`config.mk`:
```
export PLATFORM = sky130hd
export DESIGN_NAME = apb4_archinfo_ext
export DESIGN_NICKNAME = d
export VERILOG_FILES = /design/src/rtl/apb4_archinfo_ext.sv
export SDC_FILE = /design/constraint.sdc
export NUM_CORES = 1
export LEC_CHECK = 0
export CORE_ASPECT_RATIO = 0.8
export CORE_MARGIN = 3
export CORE_UTILIZATION = 52
export DETAILED_ROUTE_END_ITERATION = 8
export PLACE_DENSITY = 0.79
export SLEW_MARGIN = 20
export SYNTH_ARGS = -nofsm -noshare
export SYNTH_HDL_FRONTEND = slang
export SYNTH_SLANG_ARGS = --single-unit
export TNS_END_PERCENT = 1
```
`constraint.sdc`:
```
create_clock -name pclk -period 3.1 [get_ports pclk]
set_clock_uncertainty 0.2 [all_clocks]
set_input_delay 0.62 -clock pclk [delete_from_list [all_inputs] [get_ports pclk]]
set_output_delay 0.62 -clock pclk [all_outputs]
set_load 0.01 [all_outputs]
```
`src/rtl/apb4_archinfo_ext.sv`:
```
// apb4_archinfo_ext: APB4 architecture-information block.
// Holds a SYS word and NUM_ID identification words. It also provides a sticky
// write-lock, a 64-bit cycle counter with an atomic high-word snapshot,
// sticky error status and detection of unmapped addresses.
// Optional build macro: ARCHINFO_PSLVERR_EN. When it is defined, an erroneous
// access is answered with pslverr. When it is undefined, pslverr is tied low
// and the error is only recorded in STAT.WERR.
module apb4_archinfo_ext #(
  parameter int unsigned          NUM_ID  = 4,
  parameter logic [31:0]          SYS_VAL = 32'h0,
  parameter logic [NUM_ID*32-1:0] ID_VAL  = '0,
  parameter int unsigned          ADDR_W  = 8
) (
  input  logic              pclk,
  input  logic              preset,
  input  logic [ADDR_W-1:0] paddr,
  input  logic              psel,
  input  logic              penable,
  input  logic              pwrite,
  input  logic [31:0]       pwdata,
  output logic [31:0]       prdata,
  output logic              pready,
  output logic              pslverr
);

  localparam int unsigned IW = ADDR_W - 2;

  localparam logic [IW-1:0] IDX_SYS  = IW'(32'd0);
  localparam logic [IW-1:0] IDX_CTRL = IW'(32'd1);
  localparam logic [IW-1:0] IDX_STAT = IW'(32'd2);
  localparam logic [IW-1:0] IDX_CNTL = IW'(32'd3);
  localparam logic [IW-1:0] IDX_CNTH = IW'(32'd4);
  localparam int unsigned   IDX_ID0  = 32'd8;

  logic [31:0]       sys_r;
  logic [31:0]       id_r [NUM_ID];
  logic              lock_r;
  logic              cnt_en_r;
  logic              werr_r;
  logic [63:0]       cnt_r;
  logic [31:0]       shadow_hi_r;

  logic [IW-1:0]     idx_s;
  logic              access_s;
  logic              rd_s;
  logic              wr_ok_s;
  logic              is_sys_s, is_ctrl_s, is_stat_s, is_cntl_s, is_cnth_s, is_id_s;
  logic              mapped_s;
  logic              err_s;
  logic [NUM_ID-1:0] id_hit_s;
  logic [31:0]       id_rdata_s;
  logic [31:0]       rdata_s;
  logic              unused_ok_s;

  assign idx_s       = paddr[ADDR_W-1:2];
  assign unused_ok_s = ^paddr[1:0];
  assign access_s    = psel & penable;
  assign rd_s        = access_s & ~pwrite;

  assign is_sys_s  = (idx_s == IDX_SYS);
  assign is_ctrl_s = (idx_s == IDX_CTRL);
  assign is_stat_s = (idx_s == IDX_STAT);
  assign is_cntl_s = (idx_s == IDX_CNTL);
  assign is_cnth_s = (idx_s == IDX_CNTH);

  // ID window decode and read selection
  always_comb begin
    id_hit_s   = '0;
    id_rdata_s = 32'h0;
    for (int i = 0; i < NUM_ID; i++) begin
      id_hit_s[i] = (idx_s == IW'(IDX_ID0 + 32'(i)));
      id_rdata_s  = id_rdata_s | (id_hit_s[i] ? id_r[i] : 32'h0);
    end
  end

  assign is_id_s  = |id_hit_s;
  assign mapped_s = is_sys_s | is_ctrl_s | is_stat_s | is_cntl_s | is_cnth_s | is_id_s;

  // Error: unmapped access, locked write to SYS/ID, or write to a read-only counter word
  assign err_s = access_s & (~mapped_s
                           | (pwrite & lock_r & (is_sys_s | is_id_s))
                           | (pwrite & (is_cntl_s | is_cnth_s)));

  // An erroneous write never changes state
  assign wr_ok_s = access_s & pwrite & ~err_s;

  // Configuration registers: SYS, ID words, sticky LOCK and CNT_EN
  always_ff @(posedge pclk) begin
    if (preset) begin
      sys_r    <= SYS_VAL;
      lock_r   <= 1'b0;
      cnt_en_r <= 1'b0;
      for (int i = 0; i < NUM_ID; i++) begin
        id_r[i] <= ID_VAL[32*i +: 32];
      end
    end else begin
      if (wr_ok_s && is_sys_s) begin
        sys_r <= pwdata;
      end
      for (int i = 0; i < NUM_ID; i++) begin
        if (wr_ok_s && id_hit_s[i]) begin
          id_r[i] <= pwdata;
        end
      end
      if (wr_ok_s && is_ctrl_s) begin
        lock_r   <= lock_r | pwdata[0];
        cnt_en_r <= pwdata[1];
      end
    end
  end

  // Free-running 64-bit counter; a clear request beats the increment
  always_ff @(posedge pclk) begin
    if (preset) begin
      cnt_r <= 64'h0;
    end else if (wr_ok_s && is_ctrl_s && pwdata[2]) begin
      cnt_r <= 64'h0;
    end else if (cnt_en_r) begin
      cnt_r <= cnt_r + 64'd1;
    end
  end

  // Capture the high word when the low word is read, so a CNTL/CNTH pair is coherent
  always_ff @(posedge pclk) begin
    if (preset) begin
      shadow_hi_r <= 32'h0;
    end else if (rd_s && is_cntl_s) begin
      shadow_hi_r <= cnt_r[63:32];
    end
  end

  // Sticky write-error flag; a new error outranks a simultaneous clear
  always_ff @(posedge pclk) begin
    if (preset) begin
      werr_r <= 1'b0;
    end else if (err_s) begin
      werr_r <= 1'b1;
    end else if (wr_ok_s && is_stat_s && pwdata[1]) begin
      werr_r <= 1'b0;
    end
  end

  // Read data mux; zero outside a read access and for unmapped offsets
  always_comb begin
    rdata_s = 32'h0;
    if (rd_s) begin
      if (is_sys_s) begin
        rdata_s = sys_r;
      end else if (is_ctrl_s) begin
        rdata_s = {30'h0, cnt_en_r, lock_r};
      end else if (is_stat_s) begin
        rdata_s = {30'h0, werr_r, lock_r};
      end else if (is_cntl_s) begin
        rdata_s = cnt_r[31:0];
      end else if (is_cnth_s) begin
        rdata_s = shadow_hi_r;
      end else if (is_id_s) begin
        rdata_s = id_rdata_s;
      end else begin
        rdata_s = 32'h0;
      end
    end else begin
      rdata_s = 32'h0;
    end
  end

  assign prdata = rdata_s;
  assign pready = 1'b1;

`ifdef ARCHINFO_PSLVERR_EN
  assign pslverr = err_s;
`else
  assign pslverr = 1'b0;
`endif

endmodule

```
==> summary.md <==
| Metric | Value |
|---|---|
| Status | `complete, but fails checks` |
| Failing checks | `setup timing` |
| Max frequency | `0.3129 GHz` |
| Post-Syn Instances | `1264` |
| Dpl cells | `1639` |
| Hold_sp | `sys_r[15]` |
| Setup crit end kind | `primary output` |
| Post-Layout Inst Area | `approximately 15000 µm²` |
| Share of power burned in registers | `0.522` |
| Antenna-violating nets left | `0` |
| Fraction of registers with async set/reset | `0` |
| Top cell family by delay on the critical path | `buffers and inverters` |
| Max clock buf depth | `3` |
| Leading cell types by count after synthesis | `184 x nand2_1, 158 x nor2_1, 131 x dfxtp_1, 128 x edfxtp_1, 119 x a21oi_1` |
| CTS clk-pin slew, worst paths | `0.06 ns` |
| TritonRoute pass-1 iters | `6` |
| Initial antenna violation count | `0` |
| Routability congestion estimate | `0.9464` |
| Sequential fraction of the synthesis area | `0.5404` |
| Worst Hold Class | `reg2reg` |
| Post-synth top area cell | `edfxtp_1` |
| Routed wire length | `35.85 mm` |
| R2R setup slack | `0.45 ns` |
| Startpoint Class | `input pin` |
| Total track usage | `0.2775` |
| WP buf/inv | `5` |
| P_leak | `~5 nW` |
| Fin cells | `roughly 1700` |
| Initial DRC count | `1320` |
| Clock Power Share | `0.412` |
| Crit-path cells | `buf_8, or4_4, buf_6, nor3_4, buf_6, buf_12, a22oi_2, o22ai_2, buf_2` |
| TritonCTS buffer count | `25` |
| Wire length of the first global-routing pass | `54.57 mm` |
| Setup TNS | `-1.105 ns` |
| Routed vias/inst | `6.148` |
| Post-synth EDFFs | `128` |
| Core area | `22100 µm²` |
| Final setup viols | `28` |
| CTS root buf | `clkbuf_16` |
| Setup CP Type | `in2out` |
| Die H | `141.7 µm` |
| Net Count, Synth | `1310` |
| Most frequent CP cell | `buf_6` |
| Starting Density | `0.5414` |
| Via count of the first global-routing pass | `9840` |
| Largest net degree at the start of global routing | `40` |
| Syn-to-layout area delta | `22.38%` |
| Horiz. Die Dim | `175.6 µm` |
| Final period utilization | `1.031` |
| Overall Power | `0.007082 W` |
| Hold-fix buffers, CTS | `0` |
| Max Fanout on Critical Path | `7` |
| Remaining global-route overflow | `0` |
| WL/cell | `21.11 µm` |
| Internal power | `0.005488 W` |
| Synth Flop Type | `dfxtp_1` |
| Crit path max-delay cell type | `or4_4` |
| DR vias | `10440` |
| CP arrival | `2.38 ns` |
| Fill cells | `1762` |
| Sw Share | `0.2250` |
| RSZ-0062 raised after global routing | `yes` |
| Fin crit period | `3.196 ns` |
| Worst slew margin | `0.5820` |
| DP Area | `roughly 14000 µm²` |
| Maxcap violations | `0` |
| Worst R2R End | `cnt_r[41]` |
| Fin. max-slew vios | `0` |
| Row count | `48` |
| Nets | `between 1000 and 1500` |
| Crit Reg-Reg Startpoint | `cnt_r[23]` |
| Number of synthesis warnings | `0` |
| Synth unique cells | `53` |
| Cell Pwr Density | `483.6 nW/µm²` |
| Share of the synthesized area in the top cell type | `0.3212` |
| Seq cells post-synth | `between 200 and 300` |
| IO Count | `between 70 and 80` |
| Setup slack after layout | `-0.09633 ns` |
| DP HPWL | `23.45 mm` |
| Die outline area | `24880 µm²` |
| Comb power frac | `0.067` |
| Clk Latency, worst-skew pair | `0.53 ns` |
| PortBufs | `74` |
| Maximum VDD drop | `between 0.3 and 0.4 mV` |
| CP peak stage delay | `0.55 ns` |
| Psw | `0.001594 W` |
| H-Tree Depth | `1` |
| Reg2Reg Depth | `5` |
| Hold Path End | `sys_r[15]` |
| CTS tree | `yes` |
| CP required | `2.28 ns` |
| Share of layout cells above drive strength 1 | `0.1624` |
| Area of the mapped netlist | `approximately 12000 µm²` |
| CTS Sinks | `259` |
| DRC Markers | `0` |
| Final Hold Vio Count | `0` |
| Hold path cells | `2` |
| Synthesized area per cell | `~9.5 µm²` |
| Antenna Cells | `0` |
| Synth area leaders | `edfxtp_1 32%, dfxtp_1 22%, nand2_1 5.8%` |
| Top-count cell post-synth | `nand2_1` |
| Actual slew at the worst max-slew pin | `0.6254 ns` |
## worst max-delay path by stage
stage,startpoint,slack [ns],cells past startpoint,end
CTS,paddr[7],-0.09,9,prdata[30]
floorplan,paddr[2],-0.19,7,id_r[1][0]
finish,paddr[7],-0.1,9,prdata[30]
global route,paddr[7],-0.11,10,prdata[13]
detailed placement,paddr[7],-1.12,8,prdata[1]
global placement,paddr[7],-0.95,10,prdata[9]
## tightest hold or removal path: stages (launching register included)
cell,delay [ns]
dfxtp_1,0.31
nand2_1,0.05
a21oi_1,0.05
## metal layers
layer  GRT usage  vias to the layer above  share of wire
met5           0                        -              0
met2      0.4421                      618           0.46
met1      0.3745                     4971           0.40
met4      0.1237                        0          0.043
li1            -                     4737              -
met3     0.04762                      113          0.099
## sequential cells by signal, indices dropped and copies added (netlist names)
signal and flops:
shadow_hi_r 32, cnt_en_r 1, sys_r 32, id_r 128, cnt_r 64, werr_r 1, lock_r 1
## cell families (layout without fill, tap and decap cells)
kind of cell / count (synthesis) / after routing / share of synthesized area
AO/OA/AOI/OAI: 274 / 274 / 0.1377
AND/OR/NAND/NOR: 551 / 551 / 0.2234
multiplexers: 35 / 35 / 0.03137
flip-flops: 259 / 259 / 0.5404
adder cells (fa/ha/maj): 1 / 1 / 0.001045
other: 2 / 2 / 0.0006276
XOR/XNOR: 40 / 40 / 0.02928
buffers and inverters: 102 / 236 / 0.03618
## timing repair
item                                    in CTS  in global routing
gates resized for setup                    185                 15
endpoints found under the setup margin      32                 31
hold endpoints to repair                     0                  0
cloned                                       2                  1
pin swaps                                   40                 12
buffers inserted                             8                  2
## final cells by class
class / instances / area, µm² / area share
sequential: 259 / 6466 / 0.4416
multi-input combinational: 903 / 5240 / 0.3578
timing repair buffer: 181 / 1765 / 0.1206
clock buffer: 36 / 686.9 / 0.04691
tap: 300 / 375.4 / 0.02563
clock inverter: 10 / 76.32 / 0.005212
inverter: 9 / 33.78 / 0.002307
## placed cells by master, fill, tap and decap left out, types with 34 or more instances in the layout
cell type / synthesis / routed
edfxtp_1: 128 / 128
clkdlybuf4s50_1: 0 / 35
a21oi_1: 119 / 116
and2_1: 35 / 34
nand2_1: 184 / 183
nand2b_1: 38 / 37
buf_2: 31 / 34
buf_4: 3 / 71
dfxtp_1: 131 / 131
o21ai_0: 47 / 46
nor2_1: 158 / 155
## stage by stage
stage / hold WS (ns) / worst slack (ns) / utilization
finish: 0.2539 / -0.09633 / 0.6626
global placement: 0.2392 / -0.9481 / 0.6189
global route: 0.2650 / -0.1080 / 0.6626
CTS: 0.2522 / -0.08554 / 0.6574
floorplan: 0.2319 / -0.1931 / -
detailed placement: 0.2439 / -1.125 / 0.6189
## power groups by stage
stage | clock, W | sequential (W) | combinational [W]
after detailed placement | 0 | 0.00377 | 0.000433
after floorplan | 0 | 0.00376 | 0.000193
final | 0.00292 | 0.00369 | 0.000473
after CTS | 0.00292 | 0.00369 | 0.000455
after global routing | 0.00306 | 0.00370 | 0.000498
after global placement | 0 | 0.00376 | 0.000428
(Power assumes the default switching activity.)
